$ cat src/rtl/generic_2clk_fifo_wr_arb.sv
// Write-side arbiter for a 2-clock FIFO: packet-locked round-robin over NUM_REQ requesters.
// Define WR_ARB_WDOG_EN to enable the idle-beat watchdog that aborts a stalled burst.
module generic_2clk_fifo_wr_arb #(
   parameter int NUM_REQ        = 4,
   parameter int DAT_WIDTH      = 36,
   parameter int PTR_WIDTH      = 4,
   parameter int NUM_OF_ENTRIES = 16,
   parameter int WDOG_CYC       = 64
) (
   input  logic                         clk,
   input  logic                         reset,
   input  logic [NUM_REQ-1:0]           req_valid,
   input  logic [NUM_REQ-1:0]           req_last,
   input  logic [NUM_REQ*DAT_WIDTH-1:0] req_data,
   output logic [NUM_REQ-1:0]           req_ready,
   output logic                         fifo_wr_op,
   output logic [DAT_WIDTH-1:0]         fifo_wr_data,
   output logic [DAT_WIDTH-1:0]         fifo_wr_mask,
   input  logic                         fifo_wr_full,
   input  logic [PTR_WIDTH:0]           fifo_wr_entry_used,
   input  logic                         fifo_wr_full_err,
   output logic [$clog2(NUM_REQ)-1:0]   grant_id,
   output logic                         busy,
   output logic                         ovf_err,
   output logic                         wdog_err
);

   localparam int GW = $clog2(NUM_REQ);

   if (NUM_REQ < 2 || NUM_REQ > 8 || WDOG_CYC < 1) begin : g_cfg_err
      $error("generic_2clk_fifo_wr_arb: bad parameter set");
   end

   typedef enum logic {IDLE, BURST} state_t;

   state_t               state;
   logic [GW-1:0]        rr_ptr;
   logic [GW-1:0]        sel;
   logic [GW-1:0]        cur;
   logic [PTR_WIDTH+1:0] occ;
   logic                 can_wr;
   logic                 cur_valid;
   logic                 cur_last;
   logic                 accept;
   logic                 abort;
   logic [DAT_WIDTH-1:0] cur_data;

   function automatic logic [GW-1:0] ptr_inc(input logic [GW-1:0] p);
      return (int'(p) == NUM_REQ - 1) ? '0 : p + 1'b1;
   endfunction

   // The registered write is not yet visible in entry_used, so count it here.
   assign occ    = {1'b0, fifo_wr_entry_used} + {{(PTR_WIDTH+1){1'b0}}, fifo_wr_op};
   assign can_wr = !fifo_wr_full && (occ < (PTR_WIDTH+2)'(NUM_OF_ENTRIES));

   always_comb begin
      int  idx;
      logic found;
      sel   = rr_ptr;
      found = 1'b0;
      idx   = 0;
      for (int k = 0; k < NUM_REQ; k++) begin
         idx = int'(rr_ptr) + k;
         if (idx >= NUM_REQ) idx = idx - NUM_REQ;
         if (!found && req_valid[idx]) begin
            sel   = GW'(idx);
            found = 1'b1;
         end
      end
   end

   assign cur       = (state == BURST) ? grant_id : sel;
   assign cur_valid = req_valid[cur];
   assign cur_last  = req_last[cur];
   assign cur_data  = req_data[int'(cur)*DAT_WIDTH +: DAT_WIDTH];
   assign accept    = cur_valid && can_wr;

   always_comb begin
      req_ready      = '0;
      req_ready[cur] = can_wr;
   end

   assign fifo_wr_mask = '1;

`ifdef WR_ARB_WDOG_EN
   localparam int WW = $clog2(WDOG_CYC + 1);
   logic [WW-1:0] wdog_cnt;

   assign abort = (state == BURST) && !cur_valid &&
                  (wdog_cnt == WW'(WDOG_CYC - 1));

   always_ff @(posedge clk) begin
      if (reset || state != BURST || cur_valid || abort)
         wdog_cnt <= '0;
      else
         wdog_cnt <= wdog_cnt + 1'b1;
   end
`else
   assign abort = 1'b0;
`endif

   always_ff @(posedge clk) begin
      if (reset) begin
         state        <= IDLE;
         rr_ptr       <= '0;
         grant_id     <= '0;
         busy         <= 1'b0;
         fifo_wr_op   <= 1'b0;
         fifo_wr_data <= '0;
         ovf_err      <= 1'b0;
         wdog_err     <= 1'b0;
      end else begin
         fifo_wr_op <= accept;
         if (accept) fifo_wr_data <= cur_data;
         if (fifo_wr_full_err) ovf_err <= 1'b1;
         wdog_err <= abort;
         unique case (state)
            IDLE: begin
               if (accept) begin
                  grant_id <= sel;
                  if (cur_last) begin
                     rr_ptr <= ptr_inc(sel);
                  end else begin
                     state <= BURST;
                     busy  <= 1'b1;
                  end
               end
            end
            BURST: begin
               if (abort || (accept && cur_last)) begin
                  state  <= IDLE;
                  busy   <= 1'b0;
                  rr_ptr <= ptr_inc(grant_id);
               end
            end
            default: state <= IDLE;
         endcase
      end
   end

endmodule
$ cat config.mk
export PLATFORM = sky130hd
export DESIGN_NAME = generic_2clk_fifo_wr_arb
export DESIGN_NICKNAME = d
export VERILOG_FILES = /design/src/rtl/generic_2clk_fifo_wr_arb.sv
export SDC_FILE = /design/constraint.sdc
export NUM_CORES = 1
export LEC_CHECK = 0
export CAP_MARGIN = 20
export CORE_ASPECT_RATIO = 2
export CORE_UTILIZATION = 34
export CTS_CLUSTER_DIAMETER = 150
export DETAILED_ROUTE_END_ITERATION = 8
export GPL_TIMING_DRIVEN = 1
export PLACE_DENSITY = 0.82
export SYNTH_ARGS = -nofsm -noshare
export SYNTH_HDL_FRONTEND = slang
export SYNTH_SLANG_ARGS = --single-unit
$ cat constraint.sdc
create_clock -name clk -period 3.74 [get_ports clk]
set_input_delay 1.122 -clock clk [delete_from_list [all_inputs] [get_ports clk]]
set_output_delay 1.122 -clock clk [all_outputs]
set_load 0.03 [all_outputs]
==> flow_summary.json <==
{
  "max-vdd-ir-drop_uv": 209,
  "fmax_ghz": 0.271,
  "worstPathRequired_ns": 2.62,
  "h-tree-depth": 2,
  "synth-edff-count": 0,
  "register_area_um2": 881,
  "final_util": 0.614,
  "placedCellCount": 625,
  "grt_pass1_vias": 3684,
  "rows": 49,
  "ant_nets": 0,
  "fin_crit_sh": 0.988,
  "reg2reg_to": "rr_ptr[0]",
  "overflow": 0,
  "slew_headroom": 0.595,
  "drtIter0Drc": 220,
  "hold_viol": 0,
  "synth_area_um2": 3150,
  "port_buffers": 205,
  "min_delay_path_depth": 2,
  "final-setup-viol-count": 0,
  "leakage_nw": 1.97,
  "crit_type": "in -> out",
  "ys.flop_type": "dfxtp_1",
  "drive_above_1_share": 0.169,
  "cts.path.max_buffers": 2,
  "min_period_ns": 3.69,
  "antenna_cells": 0,
  "hold_buffers": 0,
  "fin_cells": 633,
  "cp_cell_sequence": "clkdlybuf4s50_1 > and3_1 > a311o_2 > nor3b_4 > buf_6",
  "antenna_found_initial": 0,
  "synth_seq_area_share": 0.280,
  "async_flop_share": 0,
  "syn_inst": 331,
  "gp_congestion": 0.981,
  "skew_ns": 0.00547,
  "r2r-start": "rr_ptr[0]",
  "max_slew.worst_pin.slew_ns": 0.607,
  "vias": 3507,
  "drv_slew": 0,
  "fp.dieW_um": 70.0,
  "fin_ws_ns": 0.0461,
  "vias_per_cell": 5.54,
  "max_stage_delay_ns": 0.43,
  "wirelength_mm": 11.8,
  "cts-root-buf": "clkbuf_16",
  "fill_cells": 763,
  "syn2layout_area_growth_pct": 75.9,
  "rrSetupSlack_ns": 0.93,
  "powerDensity_nw_per_um2": 337,
  "maxCapViolCount": 0,
  "ios": 243,
  "path_buf_inv": 2,
  "critPathArrivalTime_ns": 2.57,
  "avgRoutedWirePerCell_um": 18.6,
  "hold_class": "reg -> reg",
  "rsz0062_at_grt": "false",
  "crit_path_start_kind": "input pin",
  "hold_path.startpoint": "fifo_wr_data[22]",
  "tns_ns": 0,
  "fp.dieH_um": 138,
  "drcViolationCount": 0,
  "synth_warnings": 0,
  "pre_cts_ws_ns": -0.403,
  "run_status": "complete, no violations",
  "worstHoldEndpoint": "fifo_wr_data[22]",
  "num-nets-final": 694,
  "grt_pass1_wl_mm": 18.5,
  "dp_hpwl_mm": 9.34,
  "multiInputGateArea_um2": 2070,
  "insertion_delay_ns": 0.28,
  "dr.pass1.iters": 4,
  "synth-seq-cells": 44,
  "final_area_um2": 5530,
  "cts-buffers-inserted": 5,
  "place_area_um2": 5320,
  "end_kind": "primary output",
  "path_max_fanout": 6,
  "cts_tree": "done",
  "synth.distinct_cells": 44,
  "grtUsageTotal": 0.243,
  "rr_worst_depth": 9,
  "die_area_um2": 9670,
  "grt_max_degree": 25,
  "syn_avg_cell_area_um2": 9.51,
  "clock_sinks": 44,
  "critical_path.top_delay_family": "buffers and inverters",
  "initial_utilization": 0.349,
  "clk_pin_slew_worst_paths_ns": 0.06,
  "slowest_stage": "a311o_2",
  "design.core.area_um2": 9010
}
through the flow:
stage                     total power [mW]  hold slack (ns)
after CTS                             1.88            0.481
after detailed placement              1.38            0.473
final                                 1.86            0.480
after global placement                1.36            0.453
after floorplan                       1.03            0.478
after global routing                  1.95            0.506
cells in the final DEF, fill, tap and decap left out, types with 2 or more instances in the layout:
master,n
mux4_2,36
nor3_4,2
buf_12,6
o311ai_0,2
clkdlybuf4s50_1,196
nor2b_1,2
mux2i_1,2
buf_4,21
o21ai_0,2
and3_1,2
nand2_1,3
a21oi_1,39
nand2b_1,3
nor3_1,4
dfxtp_1,44
inv_1,4
clkbuf_16,5
o21a_1,3
conb_1,37
nor2_1,3
nand3_1,38
o21ai_1,38
o31ai_1,3
nand4_1,2
buf_2,3
worst max path at each step:
stage | slack (ns) | end | cells past startpoint | from
floorplan | -0.03 | req_ready[0] | 7 | req_valid[2]
global placement | -0.28 | req_ready[2] | 8 | req_valid[3]
detailed placement | -0.40 | req_ready[2] | 8 | req_valid[3]
CTS | 0.01 | req_ready[1] | 6 | req_valid[0]
global route | 0.004 | req_ready[1] | 5 | fifo_wr_entry_used[1]
finish | 0.05 | req_ready[1] | 5 | fifo_wr_entry_used[2]
where the power goes:
part           switching (mW)  internal, mW
combinational           0.408         0.447
sequential             0.0255         0.503
clock                   0.173         0.308
total                   0.607          1.26
worst min-delay path, stage by stage (launching register included):
cell     delay, ns
dfxtp_1       0.31
o21ai_1       0.06
a21oi_1       0.06
area by class of cell:
class	count	share of cell area
Clock buffer	5	0.0226
Multi-Input combinational cell	248	0.375
Inverter	4	0.00271
Sequential cell	44	0.159
Clock inverter	1	0.00543
Tap cell	102	0.0231
Timing Repair Buffer	229	0.412
cells by family (layout without fill, tap and decap cells):
| family | Yosys count | count (layout) | synth area share |
|---|---|---|---|
| compound gates | 102 | 102 | 0.192 |
| buf+inv | 74 | 239 | 0.136 |
| simple gates | 68 | 68 | 0.115 |
| flops | 44 | 44 | 0.280 |
| mux | 39 | 39 | 0.268 |
| other cells | 2 | 37 | 0.00239 |
| fa+ha+maj | 1 | 1 | 0.00398 |
| xor+xnor | 1 | 1 | 0.00278 |
cells in the mapped netlist, drive strengths merged, types with 2 or more instances:
master  instances  area (µm²)
buf            50         339
clkbuf         20        75.1
nor2            4        15.0
and3            2        12.5
a21oi          40         200
nand3          38         190
o31ai           3        22.5
nor3            6        30.0
nand4           2        12.5
a311oi          2        17.5
inv             4        15.0
nand2           3        11.3
mux2i           2        20.0
dfxtp          44         881
conb            2        7.51
nand2b          3        18.8
nor2b           4        25.0
o21ai          40         200
o21a            4        30.0
o311ai          2        17.5
mux4           36         811
registers in the layout (all words and copies together), names as in the netlist, named ones only:
name	count
ovf_err	1
busy	1
rr_ptr	2
grant_id	2
fifo_wr_op	1
fifo_wr_data	36
metal layers:
metal / global-route usage / vias to the layer above / wire length (µm)
met5: 0 / - / 0
met4: 0.128 / 0 / 521
met3: 0.0386 / 44 / 675
met2: 0.467 / 218 / 6660
met1: 0.240 / 1658 / 3900
li1: - / 1587 / -
what timing repair did:
action / CTS / global route
setup buffers: 2 / 0
resized for setup: 22 / 5
endpoints found under the hold margin: 0 / 0
setup endpoints to repair: 5 / 4
pin swaps: 6 / 5
No activity file was read; power rests on OpenSTA's default activity.
